### config.mk
export PLATFORM = sky130hd
export DESIGN_NAME = alu_arbiter
export DESIGN_NICKNAME = d
export VERILOG_FILES = /design/src/rtl/alu_pkg.sv /design/src/rtl/rr_arb2.sv /design/src/rtl/alu_arbiter.sv
export SDC_FILE = /design/constraint.sdc
export NUM_CORES = 1
export LEC_CHECK = 0
export ABC_AREA = 1
export CORE_AREA = 4 4 210 212
export DETAILED_ROUTE_END_ITERATION = 10
export DIE_AREA = 0 0 214 216
export GPL_TIMING_DRIVEN = 0
export SLEW_MARGIN = 30
export SYNTH_ARGS = -nofsm -noshare
export SYNTH_HDL_FRONTEND = slang
export SYNTH_SLANG_ARGS = --single-unit
### constraint.sdc
create_clock -name clk -period 2.37 [get_ports clk]
set_input_delay 0.5925 -clock clk [delete_from_list [all_inputs] [get_ports clk]]
set_output_delay 0.5925 -clock clk [all_outputs]
set_load 0.02 [all_outputs]
### src/rtl/alu_pkg.sv
// alu_pkg: op codes, FSM states and op classification shared by alu_arbiter
package alu_pkg;
  localparam logic [3:0] OP_AND  = 4'b0000;
  localparam logic [3:0] OP_OR   = 4'b0001;
  localparam logic [3:0] OP_ADD  = 4'b0010;
  localparam logic [3:0] OP_XOR  = 4'b0011;
  localparam logic [3:0] OP_SLL  = 4'b0100;
  localparam logic [3:0] OP_SRL  = 4'b0101;
  localparam logic [3:0] OP_SUB  = 4'b0110;
  localparam logic [3:0] OP_SRA  = 4'b0111;
  localparam logic [3:0] OP_SLT  = 4'b1000;
  localparam logic [3:0] OP_SLTU = 4'b1001;

  typedef enum logic [1:0] {IDLE, EXEC, RESP} state_t;

  function automatic logic is_legal(input logic [3:0] op);
    return op <= OP_SLTU;
  endfunction

  function automatic logic is_arith(input logic [3:0] op);
    return op == OP_ADD || op == OP_SUB;
  endfunction
endpackage

### src/rtl/rr_arb2.sv
// rr_arb2: two-way round-robin arbiter; pointer remembers the last requester granted and accepted
module rr_arb2 (
  input  logic       clk,
  input  logic       reset,
  input  logic [1:0] req_i,
  input  logic       en_i,
  input  logic       acc_i,
  output logic [1:0] gnt_o
);
  logic last_q, last_d;
  always_comb begin
    gnt_o = !en_i ? 2'b00 : (&req_i) ? (last_q ? 2'b01 : 2'b10) : req_i;
    last_d = acc_i ? gnt_o[1] : last_q;
  end
  always_ff @(posedge clk) begin
    if (reset) last_q <= 1'b1;
    else last_q <= last_d;
  end
endmodule

### src/rtl/alu_arbiter.sv
// alu_arbiter: shares one ALU between two requesters, one transaction in flight,
// latching operands for the ALU and holding the captured result until handshaken.
module alu_arbiter
  import alu_pkg::*;
#(
  parameter int DATA_W = 64
) (
  input  logic              clk,
  input  logic              reset,
  input  logic [1:0]        req_valid,
  output logic [1:0]        req_ready,
  input  logic [DATA_W-1:0] req0_rs1,
  input  logic [DATA_W-1:0] req0_rs2,
  input  logic [DATA_W-1:0] req1_rs1,
  input  logic [DATA_W-1:0] req1_rs2,
  input  logic [3:0]        req0_control,
  input  logic [3:0]        req1_control,
  output logic [DATA_W-1:0] alu_rs1,
  output logic [DATA_W-1:0] alu_rs2,
  output logic [3:0]        alu_control,
  input  logic [DATA_W-1:0] alu_rd,
  input  logic              alu_zero,
  input  logic              alu_carry,
  input  logic              alu_overflow,
  output logic              rsp_valid,
  input  logic              rsp_ready,
  output logic              rsp_id,
  output logic [DATA_W-1:0] rsp_rd,
  output logic              rsp_zero,
  output logic              rsp_carry,
  output logic              rsp_overflow,
  output logic              rsp_err
);
  state_t state_q;
  logic [1:0] gnt;
  logic acc, id_q, ill_q, rsp_valid_q, rsp_id_q, rsp_zero_q, rsp_carry_q, rsp_ovf_q, rsp_err_q;
  logic [DATA_W-1:0] alu_rs1_q, alu_rs2_q, rsp_rd_q, rs1_d, rs2_d, rd_d;
  logic [3:0] alu_ctl_q, ctl_d;
  logic carry_d, ovf_d, unused_zero;

  rr_arb2 u_arb (
    .clk  (clk),
    .reset(reset),
    .req_i(req_valid),
    .en_i (state_q == IDLE && !reset),
    .acc_i(acc),
    .gnt_o(gnt)
  );

  // zero is derived from the captured result so illegal ops and every opcode agree
  assign unused_zero = alu_zero;
  assign req_ready = gnt;
  assign acc = |gnt;

  always_comb begin
    rs1_d = gnt[1] ? req1_rs1 : req0_rs1;
    rs2_d = gnt[1] ? req1_rs2 : req0_rs2;
    ctl_d = gnt[1] ? req1_control : req0_control;
    rd_d = ill_q ? '0 : alu_rd;
    carry_d = !ill_q && is_arith(alu_ctl_q) && alu_carry;
    ovf_d = !ill_q && is_arith(alu_ctl_q) && alu_overflow;
  end

  always_ff @(posedge clk) begin
    if (reset) begin
      state_q <= IDLE;
      id_q <= 1'b0;
      ill_q <= 1'b0;
      alu_rs1_q <= '0;
      alu_rs2_q <= '0;
      alu_ctl_q <= OP_AND;
      rsp_valid_q <= 1'b0;
      rsp_id_q <= 1'b0;
      rsp_rd_q <= '0;
      rsp_zero_q <= 1'b0;
      rsp_carry_q <= 1'b0;
      rsp_ovf_q <= 1'b0;
      rsp_err_q <= 1'b0;
    end else begin
      case (state_q)
        IDLE: if (acc) begin
          alu_rs1_q <= rs1_d;
          alu_rs2_q <= rs2_d;
          alu_ctl_q <= is_legal(ctl_d) ? ctl_d : alu_ctl_q;
          ill_q <= !is_legal(ctl_d);
          id_q <= gnt[1];
          state_q <= EXEC;
        end
        EXEC: begin
          rsp_rd_q <= rd_d;
          rsp_zero_q <= rd_d == '0;
          rsp_carry_q <= carry_d;
          rsp_ovf_q <= ovf_d;
          rsp_err_q <= ill_q;
          rsp_id_q <= id_q;
          rsp_valid_q <= 1'b1;
          state_q <= RESP;
        end
        RESP: if (rsp_ready) begin
          rsp_valid_q <= 1'b0;
          state_q <= IDLE;
        end
        default: state_q <= IDLE;
      endcase
    end
  end

  assign alu_rs1 = alu_rs1_q;
  assign alu_rs2 = alu_rs2_q;
  assign alu_control = alu_ctl_q;
  assign rsp_valid = rsp_valid_q;
  assign rsp_id = rsp_id_q;
  assign rsp_rd = rsp_rd_q;
  assign rsp_zero = rsp_zero_q;
  assign rsp_carry = rsp_carry_q;
  assign rsp_overflow = rsp_ovf_q;
  assign rsp_err = rsp_err_q;
endmodule

## Word level (Yosys, flattened, before mapping)

Cells that the tools add are included.

- Register bits: 207
- Bits of input ports: 336
- Output and inout port bits: 204

- Order comparisons: 1
- Eq/ne operators: 6
- Multiplexer cells: 12
- Reduce and logical (&&, ||, !) cells: 17

Operators with widths:

| kind | count |
|---|---|
| 2-to-1 mux 64 bit | 3 |
| zero test 64 bit | 1 |
| 2-to-1 mux 2 bit | 5 |
| AND reduction 2 bit | 4 |
| one-hot mux 2 bit (3 select lines) | 1 |
| equality test 4 x 2 -> 1 bit (second input constant) | 1 |
| equality test 4 x 3 -> 1 bit (second input constant) | 1 |
| less-or-equal comparator 4 bit (second input constant) | 1 |
| logical AND 1 bit | 4 |
| 2-to-1 mux 4 bit | 1 |
| zero test 1 bit | 3 |
| AND reduction 3 bit | 1 |
| equality test 2 x 1 -> 1 bit (second input constant) | 1 |
| equality test 2 bit (second input constant) | 1 |
| zero test 2 bit | 1 |
| != test 2 x 1 -> 1 bit (second input constant) | 1 |
| != test 2 bit (second input constant) | 1 |
| one-hot mux 1 bit (2 select lines) | 1 |
| nonzero test 2 bit | 1 |
| OR reduction 2 bit | 1 |
| logical OR 1 bit | 1 |
| 2-to-1 mux 1 bit | 1 |

## Depth between registers and ports, before layout

Gate-level depths: netlist (run 1).

- Depth in word-level cells: 6
- Mapped depth: 11
- Gate-level depth less buffers: 11

## By module

Synthesis (run 1) repeated with hierarchy kept, for this count alone.

- Cells, all modules: 1151
- Area total of the unflattened synthesis: 8511.9 µm²

By module, submodules not included:

| module | times used | cells an instance | area an instance (µm²) | sequential area each (µm²) |
|---|---|---|---|---|
| alu_arbiter | 1 | 1139 | 8444.3 | 4124.0 |
| rr_arb2 | 1 | 12 | 67.6 | 20.0 |

## Least setup slack after synthesis (run 1)

Ideal clock, no wire load.

- Kind: input -> output
- Start point: input reset
- End point: output req_ready[1]
- Arrival: 1215 ps
- Required time: 1778 ps
- Path slack: 562 ps
- Cell stages on the path: 5
- Cell sequence: buf_6 -> inv_2 -> nand2_2 -> nor2_4 -> buf_2

- Longest elaborated chain between the ends: 3

Ends and longest elaborated chain:

| element | line | text |
|---|---|---|
| start: declaration | alu_arbiter.sv:9 | `input logic reset,` |
| zero test 1 bit | alu_arbiter.sv:45 | `.en_i (state_q == IDLE && !reset),` |
| logical AND 1 bit | alu_arbiter.sv:45 |  |
| 2-to-1 mux 2 bit | rr_arb2.sv:12 | `gnt_o = !en_i ? 2'b00 : (&req_i) ? (last_q ? 2'b01 : 2'b10) : req_i;` |
| end: declaration | alu_arbiter.sv:11 | `output logic [1:0] req_ready,` |

No other way between the ends.

## Worst setup path in the final report (run 1)

- Start point: input req_valid[0]
- End point: output req_ready[1]

- Longest elaborated chain between the ends: 3

Ends and longest elaborated chain:

| element | line | text |
|---|---|---|
| start: declaration | alu_arbiter.sv:10 | `input logic [1:0] req_valid,` |
| AND reduction 2 bit | rr_arb2.sv:12 |  |
| 2-to-1 mux 2 bit (2 in series) | rr_arb2.sv:12 |  |

No other way between the ends.

==> flow_metrics.py, run 1 <==
metrics = {
    "power_and_ir_drop": {
        "total_power_mw": 11.3,
        "leakagePower_nw": 6.03,
        "p_per_area_nw_per_um2": 718,
        "ir_drop_v": 0.000489,
    },
    "sta": {
        "clock.fmax_mhz": 427,
        "hold_viol": 0,
        "postLayoutSetupSlackWorst_ns": 0.0306,
        "fin_crit_ns": 2.34,
        "post-route-period-util_pct": 98.7,
        "worstMarginPinSlew_ns": 0.725,
        "rsz0062_at_grt": "false",
        "setup_violations": 0,
        "tns_ns": 0,
        "fin_hold_ws_ns": 0.462,
        "slew_headroom_pct": 51.7,
        "drv_slew": 0,
        "clock_skew_ns": 0.0126,
    },
    "critical_path": {
        "start_kind": "input pin",
        "r2r_slack_ns": 0.32,
        "path_class": "input pin to output pin",
        "reg2reg_to": "alu_rs1[3]$_SDFFE_PP0P_",
        "reg2reg_depth": 9,
        "cp_max_fo": 10,
        "worstPathArrival_ns": 1.75,
        "r2r-start": "u_arb.last_q$_SDFFE_PP1P_",
        "cp.required_ns": 1.78,
        "crit_path_end_kind": "output pin",
    },
    "route": {
        "drtAntennaViolNets": 0,
        "drtIter0Drc": 527,
        "post_drt_wl_per_cell_um": 19.5,
        "dr.pass1.iters": 5,
        "wl_um": 44400,
        "num_vias": 10600,
        "vias_per_cell": 4.65,
        "drc": 0,
    },
    "logic_synthesis": {
        "ys_seq_elements": 207,
        "synth_top_area_cell": "dfxtp_1",
        "syn_avg_cell_area_um2": 7.72,
        "synth_warnings": 0,
        "synth.distinct_cells": 27,
        "synth_cells": 1156,
        "yosysSeqAreaShare_pct": 46.4,
        "ys_top_cells_by_area": "dfxtp_1, nand2_1, o21a_1, a31oi_1, o21ai_0",
        "synth_nets": 1492,
        "netlist.area_leader.share_pct": 46.4,
        "syn_area_um2": 8930,
    },
    "die": {
        "core_um2": 41900,
        "num_rows": 75,
        "die_h_um": 216,
        "fp.dieArea_um2": 46200,
        "die_w_um": 214,
        "initial_utilization_pct": 21.3,
        "ios": 540,
    },
    "cts": {
        "hold_buffers": 0,
        "clkTransAtPathRegs_ns": 0.05,
        "cts_sinks": 207,
        "h-tree-depth": 1,
        "root_buffer": "clkbuf_16",
        "cts_tree": "built",
        "numCtsBuffers": 25,
        "clk_latency_ns": 0.52,
        "clock_path_buffers": 3,
    },
    "place": {
        "place.gp.congestion": 0.900,
        "port-buffer-count": 537,
        "dpl.cell_count": 2232,
        "pre_cts_ws_ns": -0.694,
        "dpl.hpwl_um": 35500,
        "postPlaceCellArea_um2": 15000,
    },
    "global_route": {
        "antenna_found_initial": 1,
        "overflow": 0,
        "grt_max_degree": 12,
        "first_global_vias": 10600,
        "grt_util_all_layers_pct": 17.9,
        "grt_pass1_wl_um": 65300,
    },
    "outcome": {
        "status": "complete, no violations",
    },
    "cells_and_area": {
        "layoutNonFillerInstCount": 2277,
        "fillers": 4292,
        "area_delta_synth_final_pct": 77.1,
        "nets": 2057,
        "final_util_pct": 37.7,
        "drive_gt1_share_pct": 5.24,
        "final_common_cell": "clkdlybuf4s50_1",
        "final_cell_mix": "clkdlybuf4s50_1, nand2_1, dfxtp_1",
        "final_area_um2": 15800,
    },
    "min_path": {
        "hold_end": "alu_rs1[47]$_SDFFE_PP0P_",
        "hold_path.class": "flop to flop",
        "hp-start": "alu_rs1[47]$_SDFFE_PP0P_",
        "hold_depth": 1,
    },
    "flow_run": {
        "max_cap_violations": 0,
    },
}
repair_timing:
| item | CTS | global route |
|---|---|---|
| resized for setup | 11 | 0 |
| setup buffers | 1 | 0 |
| setup endpoints to repair | 2 | 0 |
worst max path at each step:
stage | slack (ns) | cells past startpoint | start | endpoint
2_1_floorplan | 0.56 | 5 | reset | req_ready[1]
3_3_place_gp | -0.70 | 6 | req_valid[0] | req_ready[1]
3_5_place_dp | -0.69 | 6 | req_valid[0] | req_ready[1]
4_1_cts | 0.04 | 6 | req_valid[0] | req_ready[1]
5_1_grt | 0.001 | 6 | req_valid[0] | req_ready[1]
6_report | 0.03 | 6 | req_valid[0] | req_ready[1]
logic make-up after synthesis:
group	Yosys count	synth area share [%]
compound gates	431	29.7
flops	207	46.4
simple gates	401	17.5
buf+inv	117	6.38
synth_stat cells:
| cell | number |
|---|---|
| a211oi_1 | 1 |
| a21boi_1 | 2 |
| a21oi_1 | 70 |
| a31oi_1 | 128 |
| buf_1 | 10 |
| buf_2 | 20 |
| buf_4 | 2 |
| buf_6 | 13 |
| clkbuf_1 | 58 |
| dfxtp_1 | 207 |
| inv_1 | 8 |
| inv_2 | 6 |
| nand2_1 | 302 |
| nand2_2 | 2 |
| nand2_4 | 2 |
| nand3_1 | 8 |
| nand3_2 | 1 |
| nor2_1 | 81 |
| nor2_2 | 1 |
| nor2_4 | 2 |
| nor3_1 | 1 |
| o211ai_1 | 1 |
| o21a_1 | 128 |
| o21ai_0 | 91 |
| o21ai_1 | 9 |
| o21bai_1 | 1 |
| or2_2 | 1 |
critical path: stages:
cell	delay [ns]
clkdlybuf4s50_1	0.44
nand2_1	0.08
nand2_1	0.12
nor2_4	0.17
buf_6	0.17
buf_2	0.17
state kept, by name, summed over array words and instances, names as in the netlist, 2 cells and up:
register / flops
alu_control: 4
alu_rs1: 64
rsp_rd: 64
alu_rs2: 64
state_q: 2
per-layer routing:
layer | GRT usage [%] | part of all wire [%] | up-vias
li1 | - | - | 5110
met1 | 20.4 | 39 | 4966
met2 | 32.6 | 50 | 466
met3 | 5.89 | 8.9 | 56
met4 | 4.45 | 2.1 | 0
met5 | 0 | 0 | -
layout make-up:
type	instances	area, um^2	share of cell area, %
multi-input combinational	832	4210	26.7
antenna	1	2.50	0.0158
inverter	14	52.6	0.333
sequential	207	4140	26.2
tap	539	674	4.27
timing repair buffer	538	5370	34.0
clock inverter	3	40.0	0.253
buffer	103	523	3.31
clock buffer	40	782	4.95
power by group:
part	switching (mW)	internal, mW
Clock	1.48	2.34
Combinational	1.76	1.62
Sequential	0.230	3.90
No activity file was read; power rests on OpenSTA's default activity.
==> run 2: changes to the inputs <==
- ABC_CLOCK_PERIOD_IN_PS: not set -> 2370
==> results of run 2 <==
Final layout, timing and power as in run 1 (identical DEF).
